**src/rtl/alu_pkg.sv**
```systemverilog
// Shared types for the sequential ALU: operation encoding and controller states.
package alu_pkg;

    typedef enum logic [2:0] {
        OP_ADD  = 3'b000,
        OP_SUB  = 3'b001,
        OP_AND  = 3'b010,
        OP_OR   = 3'b011,
        OP_XOR  = 3'b100,
        OP_SHL1 = 3'b101,
        OP_SHR1 = 3'b110,
        OP_MUL  = 3'b111
    } op_t;

    typedef enum logic [1:0] {
        ST_IDLE = 2'b00,
        ST_MUL  = 2'b01,
        ST_HOLD = 2'b10
    } state_t;

endpackage

```
**src/rtl/alu_core.sv**
```systemverilog
// Combinational single-cycle datapath: result and Z/C/V/S for every op except MUL.
module alu_core
    import alu_pkg::*;
#(
    parameter int WIDTH = 4
) (
    input  op_t              op,
    input  logic [WIDTH-1:0] a,
    input  logic [WIDTH-1:0] b,
    output logic [WIDTH-1:0] result,
    output logic             z,
    output logic             c,
    output logic             v,
    output logic             s
);

    logic [WIDTH:0] ext;

    always_comb begin
        ext    = '0;
        result = '0;
        c      = 1'b0;
        v      = 1'b0;
        case (op)
            OP_ADD: begin
                ext    = {1'b0, a} + {1'b0, b};
                result = ext[WIDTH-1:0];
                c      = ext[WIDTH];
                v      = (a[WIDTH-1] == b[WIDTH-1]) && (result[WIDTH-1] != a[WIDTH-1]);
            end
            OP_SUB: begin
                // Extended subtraction: the extra top bit is the borrow (a < b unsigned).
                ext    = {1'b0, a} - {1'b0, b};
                result = ext[WIDTH-1:0];
                c      = ext[WIDTH];
                v      = (a[WIDTH-1] != b[WIDTH-1]) && (result[WIDTH-1] != a[WIDTH-1]);
            end
            OP_AND:  result = a & b;
            OP_OR:   result = a | b;
            OP_XOR:  result = a ^ b;
            OP_SHL1: begin
                result = {a[WIDTH-2:0], 1'b0};
                c      = a[WIDTH-1];
            end
            OP_SHR1: begin
                result = {1'b0, a[WIDTH-1:1]};
                c      = a[0];
            end
            default: result = '0;
        endcase
        z = (result == '0);
        s = result[WIDTH-1];
    end

endmodule

```
**src/rtl/seq_alu.sv**
```systemverilog
// Sequential ALU with valid/ready handshake; single-cycle ops via alu_core, MUL by shift-add.
//
// state   | meaning
// IDLE    | in_ready=1, waiting for a request
// MUL     | one shift-add step per cycle, WIDTH steps
// HOLD    | out_valid=1, result held until out_ready
module seq_alu
    import alu_pkg::*;
#(
    parameter int WIDTH = 4
) (
    input  logic             clk,
    input  logic             rst,
    input  logic             in_valid,
    output logic             in_ready,
    input  logic [2:0]       op,
    input  logic [WIDTH-1:0] a,
    input  logic [WIDTH-1:0] b,
    output logic             out_valid,
    input  logic             out_ready,
    output logic [WIDTH-1:0] result,
    output logic             Z,
    output logic             C,
    output logic             V,
    output logic             S
);

    localparam int CW = $clog2(WIDTH + 1);

    state_t             state;
    op_t                op_in;
    logic [WIDTH-1:0]   core_res;
    logic               core_z, core_c, core_v, core_s;
    logic [2*WIDTH-1:0] mcand, acc, acc_next;
    logic [WIDTH-1:0]   mplier;
    logic [CW-1:0]      cnt;
    logic [WIDTH-1:0]   mul_res;
    logic               mul_hi;

    assign op_in = op_t'(op);

    alu_core #(.WIDTH(WIDTH)) u_core (
        .op     (op_in),
        .a      (a),
        .b      (b),
        .result (core_res),
        .z      (core_z),
        .c      (core_c),
        .v      (core_v),
        .s      (core_s)
    );

    assign acc_next = acc + (mplier[0] ? mcand : '0);
    assign mul_res  = acc_next[WIDTH-1:0];
    assign mul_hi   = |acc_next[2*WIDTH-1:WIDTH];

    always_ff @(posedge clk or posedge rst) begin
        if (rst) begin
            state     <= ST_IDLE;
            in_ready  <= 1'b1;
            out_valid <= 1'b0;
            result    <= '0;
            Z         <= 1'b0;
            C         <= 1'b0;
            V         <= 1'b0;
            S         <= 1'b0;
            mcand     <= '0;
            mplier    <= '0;
            acc       <= '0;
            cnt       <= '0;
        end else begin
            case (state)
                ST_IDLE: begin
                    if (in_valid) begin
                        in_ready <= 1'b0;
                        if (op_in == OP_MUL) begin
                            state  <= ST_MUL;
                            mcand  <= {{WIDTH{1'b0}}, a};
                            mplier <= b;
                            acc    <= '0;
                            cnt    <= '0;
                        end else begin
                            state     <= ST_HOLD;
                            out_valid <= 1'b1;
                            result    <= core_res;
                            Z         <= core_z;
                            C         <= core_c;
                            V         <= core_v;
                            S         <= core_s;
                        end
                    end
                end
                ST_MUL: begin
                    acc    <= acc_next;
                    mcand  <= mcand << 1;
                    mplier <= mplier >> 1;
                    cnt    <= cnt + 1'b1;
                    // Last step: publish the product directly from the adder output.
                    if (cnt == CW'(WIDTH - 1)) begin
                        state     <= ST_HOLD;
                        out_valid <= 1'b1;
                        result    <= mul_res;
                        Z         <= (mul_res == '0);
                        C         <= mul_hi;
                        V         <= mul_hi;
                        S         <= mul_res[WIDTH-1];
                    end
                end
                ST_HOLD: begin
                    if (out_ready) begin
                        state     <= ST_IDLE;
                        out_valid <= 1'b0;
                        in_ready  <= 1'b1;
                    end
                end
                default: begin
                    state     <= ST_IDLE;
                    out_valid <= 1'b0;
                    in_ready  <= 1'b1;
                end
            endcase
        end
    end

endmodule

```
**config.mk**
```make
export PLATFORM = sky130hd
export DESIGN_NAME = seq_alu
export DESIGN_NICKNAME = d
export VERILOG_FILES = /design/src/rtl/alu_pkg.sv /design/src/rtl/alu_core.sv /design/src/rtl/seq_alu.sv
export SDC_FILE = /design/constraint.sdc
export NUM_CORES = 1
export LEC_CHECK = 0
export ABC_AREA = 1
export CORE_MARGIN = 1.5
export CORE_UTILIZATION = 60
export CTS_CLUSTER_SIZE = 28
export DETAILED_ROUTE_END_ITERATION = 16
export HOLD_SLACK_MARGIN = 0.06
export PLACE_DENSITY = 0.83
export SYNTH_ARGS = -nofsm -noshare
export SYNTH_HDL_FRONTEND = slang
export SYNTH_SLANG_ARGS = --single-unit
```
**constraint.sdc**
```tcl
create_clock -name clk -period 4.9 [get_ports clk]
set_clock_uncertainty 0.2 [all_clocks]
set_input_delay 0.735 -clock clk [delete_from_list [all_inputs] [get_ports clk]]
set_output_delay 0.735 -clock clk [all_outputs]
set_load 0.05 [all_outputs]
```
### Word level (Yosys, flattened, before mapping)

Cells that the tools add are included.

* input port bits: 15
* bits in registers: 35
* logic and storage cells: 100
* output and inout port bits: 10

* reductions and logical operators: 13
* equal/unequal tests: 19
* muxes and demuxes: 48
* add/sub/neg operators: 4
* bitwise gates (word level): 4

Operator list (count)
* 2-to-1 mux 8 bit: 5
* one-hot mux 8 bit (2 select lines): 2
* one-hot mux 4 bit (7 select lines): 1
* 2-to-1 mux 4 bit: 5
* 2-to-1 mux 1 bit: 17
* one-hot mux 4 bit (2 select lines): 2
* equality test 3 bit (second input constant): 4
* != test 2 bit (second input constant): 5
* one-hot mux 1 bit (2 select lines): 5
* equality test 3 x 2 -> 1 bit (second input constant): 3
* AND reduction 3 bit: 3
* adder 8 bit: 1
* logical NOT 4 bit: 2
* 2-to-1 mux 2 bit: 4
* AND reduction 4 bit: 2
* 2-to-1 mux 3 bit: 2
* one-hot mux 1 bit (3 select lines): 2
* one-hot mux 2 bit (3 select lines): 1
* one-hot mux 3 bit (2 select lines): 1
* adder 4 x 4 -> 5 bit: 1
* subtractor 4 x 4 -> 5 bit: 1
* bitwise AND 4 bit: 1
* bitwise OR 4 bit: 1
* one-hot mux 1 bit (4 select lines): 1
* other kinds (13): 16

### Logic depth before layout (Yosys ltp)

Gate-level depths: netlist (run 1).

* word-level depth: 7
* mapped depth: 16
* mapped depth without buffers: 15

### Modules after synthesis

Synthesis (run 1) repeated with hierarchy kept, for this count alone.

* cell total of the unflattened synthesis: 357
* area, all modules: 2657.5 µm²

Modules (own cells, without submodules)
* seq_alu: seq. area each 877.1 µm², cells each 239, area an instance 1931.9 µm², times used 1
* alu_core: seq. area each 0.0 µm², cells each 118, area an instance 725.7 µm², times used 1

### Worst setup path before layout (run 1)

No wires, ideal clock.

* path type: input port to flip-flop
* start point: in a[0]
* end point: reg Z
* arrival time: 1968 ps
* stages on the path: 13
* path buffers: 0
* data required time: 4623 ps
* library setup time: 77 ps
* setup slack: 2654 ps
* cell sequence: inv_1 ha_1 inv_1 fa_1 nor2_1 nor2_1 nand2_1 nand2_1 nor2_1 nand3_1 nor2_1 nand2_1 a21oi_1

* word-level cells in the longest chain between the ends: 6
* elaborated cells between the ends (all ways): 10
* classes of those cells: add/sub (2); mux (4); bitwise (3); reduce/logical (1)

Ends and longest elaborated chain
* from (decl): RTL line seq_alu.sv:17 `input logic [WIDTH-1:0] a,`
* subtractor 4 x 4 -> 5 bit (tied with other cells): RTL line alu_core.sv:33 `ext = {1'b0, a} - {1'b0, b};`
* one-hot mux 4 bit (7 select lines) (*): RTL line alu_core.sv:24 `case (op)`
* logical NOT 4 bit (*): RTL line alu_core.sv:51 `z = (result == '0);`
* 2-to-1 mux 1 bit (*): RTL line seq_alu.sv:76 `if (op_in == OP_MUL) begin`
* 2-to-1 mux 1 bit (*): RTL line seq_alu.sv:74 `if (in_valid) begin`
* one-hot mux 1 bit (2 select lines) (*): RTL line seq_alu.sv:72 `case (state)`
* to (signal assigned): RTL line seq_alu.sv:86 `Z <= core_z;`
* to (signal assigned): RTL line seq_alu.sv:103 `Z <= (mul_res == '0);`
* to (decl): RTL line seq_alu.sv:22 `output logic Z,`

Mark *: on every way between the ends. The rest lies on a longest branch, timed or not. The select of a mux whose other input is x is not followed.
A chain may end at the register's enable or synchronous reset.

### Worst setup path in the final report (run 1)

* start point: in a[2]
* end point: reg S

* word-level cells in the longest chain between the ends: 5
* elaborated cells between the ends (all ways): 6
* classes of those cells: add/sub (2); mux (4)

Ends and longest elaborated chain
* subtractor 4 x 4 -> 5 bit / adder 4 x 4 -> 5 bit (equally long branches): RTL line alu_core.sv:33, alu_core.sv:26
* one-hot mux 4 bit (7 select lines) (*): RTL line alu_core.sv:24
* 2-to-1 mux 1 bit (*): RTL line seq_alu.sv:76
* 2-to-1 mux 1 bit (*): RTL line seq_alu.sv:74
* one-hot mux 1 bit (2 select lines) (*): RTL line seq_alu.sv:72
* to (signal assigned): RTL line seq_alu.sv:89 `S <= core_s;`
* to (signal assigned): RTL line seq_alu.sv:106 `S <= mul_res[WIDTH-1];`
* to (decl): RTL line seq_alu.sv:25 `output logic S`

Marks and branches as above.

==> impl_metrics.env, run 1 <==
export IMPL_chip_height_um=68.83
export IMPL_via_count=2385
export IMPL_critPathArrivalTime_ps=2820
export IMPL_pin_count_of_the_biggest_net_entering_global_routing=35
export IMPL_rsz0062_at_grt="false"
export IMPL_wire_per_inst_um=13.82
export IMPL_clock_power_share_pct=17.0
export IMPL_setup_worst_path_start_class="input port"
export IMPL_max_slew_worst_pin_slew_ps=726.6
export IMPL_fillerInstances=338
export IMPL_gr_usage_all_layers_pct=28.26
export IMPL_worstHoldPathType="reg -> reg"
export IMPL_synthesized_area_um2=2600
export IMPL_maximum_clock_path_buffer_count=2
export IMPL_die_width_um=68.83
export IMPL_hold_viol_final=0
export IMPL_initial_utilization_pct=63.63
export IMPL_post_synth_top_area_cell="sky130_fd_sc_hd__dfrtp_1"
export IMPL_post_synthesis_to_final_layout_area_growth_pct=14.73
export IMPL_cts_made_buffers=5
export IMPL_detailedRoute_firstIterationViolations=133
export IMPL_crit_type="in -> reg"
export IMPL_drt_pass1_iter_count=4
export IMPL_num_nets_final=431
export IMPL_netlist_cell_type_count=35
export IMPL_setup_worst_path_start="a[2]"
export IMPL_total_power_of_the_final_layout_mw=1.879
export IMPL_flops_latches_synth=34
export IMPL_ys_warnings_count=0
export IMPL_grt_antenna_before_repair=0
export IMPL_finalWeightedCongestion=0.9415
export IMPL_fmax_ghz=0.3559
export IMPL_synth_yosys_seq_area_share_pct=32.77
export IMPL_worstReg2RegStart="mplier[0]"
export IMPL_drt_drc_violations_left=0
export IMPL_vdd_ir_drop_max_mv=0.3604
export IMPL_power_density_nw_per_um2=629.8
export IMPL_worst_skew_pair_late_latency_ps=290
export IMPL_run_status="completed"
export IMPL_timing_setup_tns_ps=0
export IMPL_total_switching_power_uw=881.9
export IMPL_numClockSinks=34
export IMPL_proportion_of_power_drawn_by_flip_flops_and_latches_pct=27.3
export IMPL_grt_pass1_vias=2263
export IMPL_worstReg2RegEnd="C"
export IMPL_syn_area_per_cell_um2=7.008
export IMPL_grt_pass1_wl_mm=10.07
export IMPL_most_common_layout_cells="sky130_fd_sc_hd__nand2_1, sky130_fd_sc_hd__inv_1, sky130_fd_sc_hd__dfrtp_1, sky130_fd_sc_hd__nor2_1"
export IMPL_cts_reportedPaths_clkPinSlew_ps=70
export IMPL_numPortBuffers=24
export IMPL_finalSetupViolCount=0
export IMPL_cp_data_required_time_ps=4910
export IMPL_syn_nets=410
export IMPL_period_needed_ps=2810
export IMPL_netlist_instances=371
export IMPL_wirelength_mm=6.121
export IMPL_static_leakage_power_nw=1.633
export IMPL_timing_final_crit_share_pct=57.34
export IMPL_drv_max_cap_violation_count=0
export IMPL_num_antenna_cells=0
export IMPL_coreArea_um2=4086
export IMPL_mostFrequentLayoutCell="sky130_fd_sc_hd__nand2_1"
export IMPL_reg2reg_setup_slack_ps=2310
export IMPL_cts_tree="yes"
export IMPL_io_pin_count=25
export IMPL_cts_hold_buffers=0
export IMPL_drive_above_1_share_pct=5.598
export IMPL_post_drt_via_cell_ratio=5.384
export IMPL_dp_final_hpwl_mm=4.606
export IMPL_cts_resized_gates=0
export IMPL_switching_share_pct=46.94
export IMPL_internal_power_uw=996.8
export IMPL_die_area_um2=4737
export IMPL_reg2regPathDepth=15
export IMPL_setup_fix_bufs_post_cts=0
export IMPL_combinationalPowerShare_pct=55.7
export IMPL_clock_root_buffer="sky130_fd_sc_hd__clkbuf_8"
export IMPL_grt_remaining_overflow=0
export IMPL_post_synth_main_area_contributors="sky130_fd_sc_hd__dfrtp_1, sky130_fd_sc_hd__nand2_1, sky130_fd_sc_hd__ha_1"
export IMPL_ant_nets=0
export IMPL_synth_top_cell_area_share_pct=31.76
export IMPL_end_kind="register"
export IMPL_crit_path_end="S"
export IMPL_crit_path_max_fanout=6
export IMPL_max_slew_margin_pct=51.30
export IMPL_ctsHtreeMaxLevel=2
export IMPL_maxSlewViolCount=0
export IMPL_number_of_standard_cell_rows_in_the_floorplan=23
-- power by group through the flow --
stage	clock network [mW]	logic [mW]	registers, mW
finish	0.318	1.05	0.513
global route	0.329	1.17	0.526
CTS	0.317	1.05	0.511
detailed placement	0	1.03	0.515
global placement	0	1.00	0.510
floorplan	0	0.688	0.618
-- layer usage --
| layer | track usage [%] | vias up | part of all wire (%) | wire [um] |
|---|---|---|---|---|
| met5 | 0 | - | 0 | 0 |
| met4 | 8.578 | 0 | 1.7 | 105 |
| met3 | 5.032 | 11 | 5.0 | 307 |
| met2 | 46.03 | 64 | 45 | 2741 |
| met1 | 38.20 | 1098 | 48 | 2966 |
| li1 | - | 1212 | - | - |
-- kinds of logic (layout without fill, tap and decap cells) --
kind of cell    count (synthesis)  in the layout  share of synthesized area, %
compound gates                 54             54                         12.37
xor+xnor                        3              3                         1.011
fa+ha+maj                      24             24                         12.42
buf+inv                        78            100                         12.17
flops                          34             34                         32.77
simple gates                  178            178                         29.26
-- worst min-delay path by stage --
stage / start / end / slack (ps) / depth (start not counted)
final: result[2] / result[2] / 300 / 2
after global routing: cnt[1] / cnt[1] / 320 / 1
after CTS: result[2] / result[2] / 300 / 2
after detailed placement: acc[6] / acc[6] / 280 / 2
after global placement: acc[6] / acc[6] / 280 / 2
after floorplan: mplier[3] / mplier[3] / 250 / 2
-- per-stage QoR --
step / utilization, % / setup WS (ps) / hold WS [ps] / std cells / area [um2]
after CTS: 72.99 / 2105 / 302.4 / 443 / 2983
after detailed placement: 69.63 / 1815 / 281.4 / 435 / 2845
after global placement: 69.63 / 1771 / 276.6 / 435 / 2845
final: 72.99 / 2090 / 299.5 / 443 / 2983
after global routing: 72.99 / 1859 / 323.0 / 443 / 2983
after floorplan: - / 2654 / 252.0 / 371 / 2600
-- state kept, by name, summed over array words and instances, names as in the netlist --
name       count
S              1
in_ready       1
Z              1
C              1
mcand          8
cnt            3
V              1
result         3
mplier         4
state          2
acc            8
out_valid      1
-- final cells by class --
class,count,area (um2),share of cell area (%)
flip-flops and latches,34,852.1,28.57
clock buffers,5,68.82,2.307
clock inverters,3,68.82,2.307
well taps,50,62.56,2.097
repair buffers,25,247.7,8.305
inverters,67,251.5,8.431
multi-input cells,259,1431,47.99
-- cell usage after synthesis, drive strengths merged --
master / number
o22ai: 5
a22o: 3
xnor2: 2
xor2: 1
a31oi: 3
ha: 21
o21ai: 24
o31ai: 2
nand2: 105
dfrtp: 33
nand4: 5
o211ai: 3
inv: 67
o22a: 1
buf: 10
a21boi: 1
dfstp: 1
clkbuf: 1
nand3b: 3
a2bb2oi: 1
nor2: 33
nor3: 2
o21bai: 1
or2: 5
a21oi: 10
nand3: 25
fa: 3
-- worst max-delay path, cell delays in order --
cell	delay (ps)
sky130_fd_sc_hd__clkdlybuf4s50_1	600
sky130_fd_sc_hd__inv_1	90
sky130_fd_sc_hd__ha_1	390
sky130_fd_sc_hd__inv_1	180
sky130_fd_sc_hd__nand3_1	120
sky130_fd_sc_hd__nand2_1	90
sky130_fd_sc_hd__nand2_1	60
sky130_fd_sc_hd__a21oi_1	230
sky130_fd_sc_hd__o21ai_0	150
sky130_fd_sc_hd__a21boi_1	170
No activity file was read; power rests on OpenSTA's default activity.
==> run 2, diff against run 1 <==
--- a/config.mk
+++ b/config.mk
@@ -7,11 +7,11 @@
 export LEC_CHECK = 0
 export ABC_AREA = 1
 export CORE_MARGIN = 1.5
-export CORE_UTILIZATION = 60
+export CORE_UTILIZATION = 58
 export CTS_CLUSTER_SIZE = 28
 export DETAILED_ROUTE_END_ITERATION = 16
 export HOLD_SLACK_MARGIN = 0.06
-export PLACE_DENSITY = 0.83
+export PLACE_DENSITY = 0.81
 export SYNTH_ARGS = -nofsm -noshare
 export SYNTH_HDL_FRONTEND = slang
 export SYNTH_SLANG_ARGS = --single-unit
==> constraint.sdc (replaced) <==
create_clock -name clk -period 2.8 [get_ports clk]
set_clock_uncertainty 0.2 [all_clocks]
set_input_delay 0.42 -clock clk [delete_from_list [all_inputs] [get_ports clk]]
set_output_delay 0.42 -clock clk [all_outputs]
set_load 0.05 [all_outputs]
==> run 2 against run 1 <==
First-iteration DRC count increased by 53%. Design area increased by 1.8%. Clock power increased by 71%. Via count increased by 1.5%. Critical path depth increased by 5. Final cell count increased by 2.0%. Register-to-register slack got worse by 2100 ps. Combinational power increased by 77%. Wire length decreased by 2.0%. Setup slack got worse by 1800 ps. Utilization decreased by 2.7 points. Critical endpoint is now V. Largest cell class unchanged.
==> impl_metrics.env, run 2 (synthesis gave the netlist of run 1 again) <==
export IMPL_grt_antenna_before_repair=0
export IMPL_maxSlewViolCount=0
export IMPL_worstReg2RegEnd="V"
export IMPL_initial_utilization_pct=60.13
export IMPL_numClockSinks=34
export IMPL_clock_root_buffer="sky130_fd_sc_hd__clkbuf_8"
export IMPL_worstReg2RegStart="mplier[0]"
export IMPL_via_count=2421
export IMPL_fin_area_um2=3038
export IMPL_grt_pass1_vias=2294
export IMPL_power_density_nw_per_um2=1087
export IMPL_finalSetupViolCount=0
export IMPL_top_regs="acc (8), mcand (8), mplier (4)"
export IMPL_grt_util_met1_pct=37.47
export IMPL_cp_data_required_time_ps=2790
export IMPL_instances_no_fill=452
export IMPL_crit_type="reg -> reg"
export IMPL_crit_path_max_fanout=9
export IMPL_drt_pass1_iter_count=5
export IMPL_gr_usage_all_layers_pct=26.55
export IMPL_final_core_utilization_pct=70.25
export IMPL_grt_use_met3_pct=4.473
export IMPL_coreArea_um2=4324
export IMPL_numPortBuffers=24
export IMPL_mostFrequentLayoutCell="sky130_fd_sc_hd__nand2_1"
export IMPL_number_of_standard_cell_rows_in_the_floorplan=24
export IMPL_dp_final_hpwl_mm=4.606
export IMPL_reg2regPathDepth=15
export IMPL_busiest_layer="met2"
export IMPL_setup_fix_bufs_post_cts=0
export IMPL_end_kind="register"
export IMPL_post_synthesis_to_final_layout_area_growth_pct=16.84
export IMPL_vdd_ir_drop_max_mv=0.5097
export IMPL_pin_count_of_the_biggest_net_entering_global_routing=35
export IMPL_wirelength_mm=5.997
export IMPL_critPathArrivalTime_ps=2530
export IMPL_wire_per_inst_um=13.27
export IMPL_maximum_clock_path_buffer_count=2
export IMPL_period_needed_ps=2541
export IMPL_detailedRoute_firstIterationViolations=204
export IMPL_post_drt_via_cell_ratio=5.356
export IMPL_cts_resized_gates=0
export IMPL_cts_hold_buffers=0
export IMPL_drive_above_1_share_pct=7.250
export IMPL_reg2reg_setup_slack_ps=260
export IMPL_grt_pass1_wl_mm=10.45
export IMPL_fmax_ghz=0.3935
export IMPL_crit_path_end="V"
export IMPL_run_status="completed"
export IMPL_chip_height_um=69.96
export IMPL_static_leakage_power_nw=1.666
export IMPL_hold_viol_final=0
export IMPL_timing_final_crit_share_pct=90.76
export IMPL_timing_setup_tns_ps=0
export IMPL_met2_usage_pct=42.33
export IMPL_setup_worst_path_start_class="register"
export IMPL_num_nets_final=438
export IMPL_ant_nets=0
export IMPL_dpl_cell_area_um2=2900
export IMPL_worstHoldPathType="reg -> reg"
export IMPL_cts_made_buffers=5
export IMPL_io_pin_count=25
export IMPL_die_width_um=69.96
export IMPL_max_slew_margin_pct=56.95
export IMPL_most_common_layout_cells="sky130_fd_sc_hd__nand2_1, sky130_fd_sc_hd__inv_1, sky130_fd_sc_hd__dfrtp_1, sky130_fd_sc_hd__nor2_1"
export IMPL_finalWeightedCongestion=0.9769
export IMPL_cts_reportedPaths_clkPinSlew_ps=80
export IMPL_drt_drc_violations_left=0
export IMPL_setup_worst_path_start="mplier[0]"
export IMPL_post_place_cells=444
export IMPL_grt_remaining_overflow=0
export IMPL_cts_tree="yes"
export IMPL_num_antenna_cells=0
export IMPL_ctsHtreeMaxLevel=2
export IMPL_rsz0062_at_grt="false"
export IMPL_drv_max_cap_violation_count=0
export IMPL_max_slew_worst_pin_slew_ps=645.0
export IMPL_worst_skew_pair_late_latency_ps=290
export IMPL_die_area_um2=4894
[run 2: changes by cell type in the layout (fill, tap and decap cells not counted)]
cell	delta
sky130_fd_sc_hd__buf_4	+7
[run 2: cell type report]
class	instances	area, um2
clock buffers	5	68.82
multi-input cells	259	1431
inverters	67	251.5
flip-flops and latches	34	852.1
well taps	52	65.06
fillers	373	1286
clock inverters	3	68.82
repair buffers	32	300.3
[run 2: critical path, stage by stage, from the launching register on]
cell	delay [ps]
sky130_fd_sc_hd__dfrtp_1	530
sky130_fd_sc_hd__nand2_1	100
sky130_fd_sc_hd__inv_1	60
sky130_fd_sc_hd__ha_1	200
sky130_fd_sc_hd__inv_1	70
sky130_fd_sc_hd__fa_1	410
sky130_fd_sc_hd__inv_1	90
sky130_fd_sc_hd__nand3_1	100
sky130_fd_sc_hd__nand2_1	110
sky130_fd_sc_hd__nand2_1	60
sky130_fd_sc_hd__nand2_1	80
sky130_fd_sc_hd__nand3_1	110
sky130_fd_sc_hd__nand2_1	70
sky130_fd_sc_hd__nand3_1	100
sky130_fd_sc_hd__nor2_1	110
sky130_fd_sc_hd__nor2_1	50
[run 2: worst min path at each step]
| stage | to | startpoint | slack [ps] | depth (start not counted) |
|---|---|---|---|---|
| 6_report | mplier[3] | mplier[3] | 290 | 2 |
| 5_1_grt | mplier[3] | mplier[3] | 330 | 2 |
| 4_1_cts | mplier[3] | mplier[3] | 290 | 2 |
| 3_5_place_dp | acc[6] | acc[6] | 270 | 2 |
| 3_3_place_gp | mplier[3] | mplier[3] | 270 | 2 |
| 2_1_floorplan | mplier[3] | mplier[3] | 250 | 2 |
[run 2: stage by stage]
stage / hold WS, ps / setup WS, ps / power (mW)
6_report: 288.4 / 258.6 / 3.302
5_1_grt: 328.1 / 37.23 / 3.576
4_1_cts: 292.9 / 291.9 / 3.303
3_5_place_dp: 273.2 / 117.3 / 2.746
3_3_place_gp: 269.0 / 159.9 / 2.697
2_1_floorplan: 252.0 / 700.7 / 2.285
[run 2: metal layers]
| metal | vias up | part of all wire [%] |
|---|---|---|
| li1 | 1223 | - |
| met1 | 1099 | 46 |
| met2 | 88 | 46 |
| met3 | 11 | 6.3 |
| met4 | 0 | 1.5 |
| met5 | - | 0 |
[run 2: power breakdown]
group	switching, mW	internal [mW]	total, mW
sequential	0.158	0.735	0.893
combinational	1.19	0.676	1.86
clock	0.188	0.357	0.545
==> run 3, diff against run 2 <==
--- a/config.mk
+++ b/config.mk
@@ -5,13 +5,12 @@
 export SDC_FILE = /design/constraint.sdc
 export NUM_CORES = 1
 export LEC_CHECK = 0
-export ABC_AREA = 1
 export CORE_MARGIN = 1.5
-export CORE_UTILIZATION = 58
+export CORE_UTILIZATION = 57
 export CTS_CLUSTER_SIZE = 28
 export DETAILED_ROUTE_END_ITERATION = 16
 export HOLD_SLACK_MARGIN = 0.06
-export PLACE_DENSITY = 0.81
+export PLACE_DENSITY = 0.8
 export SYNTH_ARGS = -nofsm -noshare
 export SYNTH_HDL_FRONTEND = slang
 export SYNTH_SLANG_ARGS = --single-unit
==> run 3 against run 2 <==
Sequential power shrank 2.7%. Via count shrank 10%. Combinational power shrank 35%. Critical path depth shrank 5. Hold slack gained 1.8 ps. Global-route usage grew 0.50 points. Non-clock buffer count grew 13. Utilization grew 2.6 points. First-iteration DRC count shrank 30%. Critical path type unchanged.
==> impl_metrics.env, run 3 <==
export IMPL_run_status="completed"
export IMPL_grt_antenna_before_repair=0
export IMPL_syn_area_per_cell_um2=8.890
export IMPL_hold_viol_final=0
export IMPL_dp_final_hpwl_mm=4.533
export IMPL_grt_pass1_vias=2021
export IMPL_worst_skew_pair_late_latency_ps=290
export IMPL_io_pin_count=25
export IMPL_ctsHtreeMaxLevel=2
export IMPL_worst_min_delay_path_startpoint="acc[6]"
export IMPL_setup_fix_bufs_post_cts=0
export IMPL_drv_max_cap_violation_count=0
export IMPL_numPortBuffers=24
export IMPL_post_synth_main_area_contributors="sky130_fd_sc_hd__dfrtp_1, sky130_fd_sc_hd__ha_1, sky130_fd_sc_hd__a21oi_1"
export IMPL_chip_height_um=68.61
export IMPL_cts_reportedPaths_clkPinSlew_ps=80
export IMPL_gr_usage_all_layers_pct=27.05
export IMPL_synth_flop_cell="sky130_fd_sc_hd__dfrtp_1"
export IMPL_period_needed_ps=2678
export IMPL_die_width_um=68.61
export IMPL_worstReg2RegEnd="C"
export IMPL_ant_nets=0
export IMPL_synth_common_cells="sky130_fd_sc_hd__dfrtp_1, sky130_fd_sc_hd__a21oi_1, sky130_fd_sc_hd__nand2_1, sky130_fd_sc_hd__nor2_1, sky130_fd_sc_hd__ha_1"
export IMPL_cp_data_required_time_ps=2770
export IMPL_ys_warnings_count=0
export IMPL_grt_pass1_wl_mm=9.301
export IMPL_num_antenna_cells=0
export IMPL_cts_made_buffers=5
export IMPL_netlist_cell_type_count=57
export IMPL_synth_top_cell_area_share_pct=33.66
export IMPL_via_count=2176
export IMPL_drt_pass1_iter_count=5
export IMPL_flops_latches_synth=34
export IMPL_reg2reg_setup_slack_ps=120
export IMPL_synth_async_reset_ratio_pct=100.0
export IMPL_dominant_cell_by_count_in_the_synthesized_netlist="sky130_fd_sc_hd__dfrtp_1"
export IMPL_min_delay_worst_endpoint="acc[6]"
export IMPL_wirelength_mm=5.860
export IMPL_finalWeightedCongestion=0.9190
export IMPL_cts_tree="yes"
export IMPL_max_slew_worst_pin_slew_ps=493.9
export IMPL_synthesized_area_um2=2454
export IMPL_rsz0062_at_grt="false"
export IMPL_syn_nets=315
export IMPL_coreArea_um2=4058
export IMPL_worstReg2RegStart="mplier[0]"
export IMPL_numClockSinks=34
export IMPL_finalSetupViolCount=0
export IMPL_maximum_clock_path_buffer_count=2
export IMPL_initial_utilization_pct=60.47
export IMPL_detailedPlace_worstSlack_ps=-39.74
export IMPL_maxSlewViolCount=0
export IMPL_power_density_nw_per_um2=830.7
export IMPL_synth_enable_flop_cells=0
export IMPL_drive_above_1_share_pct=13.88
export IMPL_post_synthesis_to_final_layout_area_growth_pct=20.50
export IMPL_end_kind="register"
export IMPL_drt_drc_violations_left=0
export IMPL_top_regs="acc (8), mcand (8), mplier (4)"
export IMPL_die_area_um2=4707
export IMPL_detailedRoute_firstIterationViolations=143
export IMPL_fmax_ghz=0.3734
export IMPL_critPathArrivalTime_ps=2650
export IMPL_static_leakage_power_nw=1.388
export IMPL_max_slew_margin_pct=66.97
export IMPL_netlist_instances=276
export IMPL_grt_remaining_overflow=0
export IMPL_crit_type="reg -> reg"
export IMPL_post_synth_top_area_cell="sky130_fd_sc_hd__dfrtp_1"
export IMPL_worstHoldPathType="reg -> reg"
export IMPL_mostFrequentLayoutCell="sky130_fd_sc_hd__dfrtp_1"
export IMPL_most_common_layout_cells="sky130_fd_sc_hd__dfrtp_1, sky130_fd_sc_hd__a21oi_1, sky130_fd_sc_hd__clkdlybuf4s50_1"
export IMPL_reg2regPathDepth=10
export IMPL_timing_final_crit_share_pct=95.65
export IMPL_wire_per_inst_um=15.97
export IMPL_crit_path_max_fanout=9
export IMPL_setup_worst_path_start_class="register"
export IMPL_setup_ws_final_ps=121.9
export IMPL_synth_yosys_seq_area_share_pct=34.73
export IMPL_total_power_of_the_final_layout_mw=2.456
export IMPL_min_path_cells=1
export IMPL_clock_root_buffer="sky130_fd_sc_hd__clkbuf_8"
export IMPL_vdd_ir_drop_max_mv=0.4620
export IMPL_post_drt_via_cell_ratio=5.929
export IMPL_pin_count_of_the_biggest_net_entering_global_routing=35
export IMPL_number_of_standard_cell_rows_in_the_floorplan=23
export IMPL_num_nets_final=355
-- run 3: how the worst max path moves through the flow --
stage	start	slack [ps]	endpoint	cells past startpoint
final	mplier[0]	120	C	10
after global routing	mplier[0]	1	C	10
after CTS	mplier[0]	60	C	9
after detailed placement	a[0]	-40	result[1]	10
after global placement	a[0]	10	result[1]	10
after floorplan	mplier[0]	390	C	10
-- run 3: per-stage QoR --
step | area (um2) | hold WS, ps | util [%] | TNS [ps] | std cells
3_5_place_dp | 2858 | 277.1 | 70.43 | -51.86 | 359
2_1_floorplan | 2454 | 248.8 | - | 0 | 276
4_1_cts | 2953 | 294.4 | 72.77 | 0 | 367
5_1_grt | 2957 | 313.7 | 72.86 | 0 | 367
3_3_place_gp | 2858 | 262.2 | 70.43 | 0 | 359
6_report | 2957 | 290.3 | 72.86 | 0 | 367
-- run 3: worst max-delay path, stage by stage (launching register included) --
cell and delay, ps:
sky130_fd_sc_hd__dfrtp_2 460, sky130_fd_sc_hd__and2_1 160, sky130_fd_sc_hd__ha_1 210, sky130_fd_sc_hd__inv_1 80
sky130_fd_sc_hd__fa_2 250, sky130_fd_sc_hd__nor2b_4 60, sky130_fd_sc_hd__o311a_1 310, sky130_fd_sc_hd__nand4b_1 100
sky130_fd_sc_hd__o311ai_1 170, sky130_fd_sc_hd__nand3b_1 230, sky130_fd_sc_hd__o32a_1 340
-- run 3: area by class of cell --
type	instances	area, um2
Tap cell	50	62.56
Sequential cell	34	853.3
Clock buffer	6	82.58
Timing Repair Buffer	45	397.9
Inverter	22	82.58
Multi-Input combinational cell	208	1465
Clock inverter	2	12.51
Fill cell	338	1101
-- run 3: layer usage --
layer / part of all wire (%) / wire (um) / GRT usage [%] / vias up
li1: - / - / - / 1066
met1: 43 / 2516 / 32.00 / 1039
met2: 51 / 2964 / 48.56 / 59
met3: 4.3 / 250 / 5.195 / 12
met4: 2.2 / 129 / 9.250 / 0
met5: 0 / 0 / 0 / -
-- run 3: logic make-up after synthesis --
logic type                 Yosys count  synth area share, %
adders and majority gates           24                13.16
DFF                                 34                34.73
muxes                                5                2.193
buffers and inverters               34                5.660
xor gates and xnor gates             8                2.856
AOI/OAI and AO/OA                   91                24.94
and+or+nand+nor                     80                16.47
-- run 3: power breakdown --
part	switching, mW	total [mW]	internal [mW]
registers	0.165	0.869	0.704
clock network	0.186	0.384	0.198
logic	0.696	1.20	0.507
-- run 3: what timing repair did --
item                       4_1_cts  5_1_grt
resized for setup                0        2
setup endpoints to repair        0        2
hold buffers                     0        0
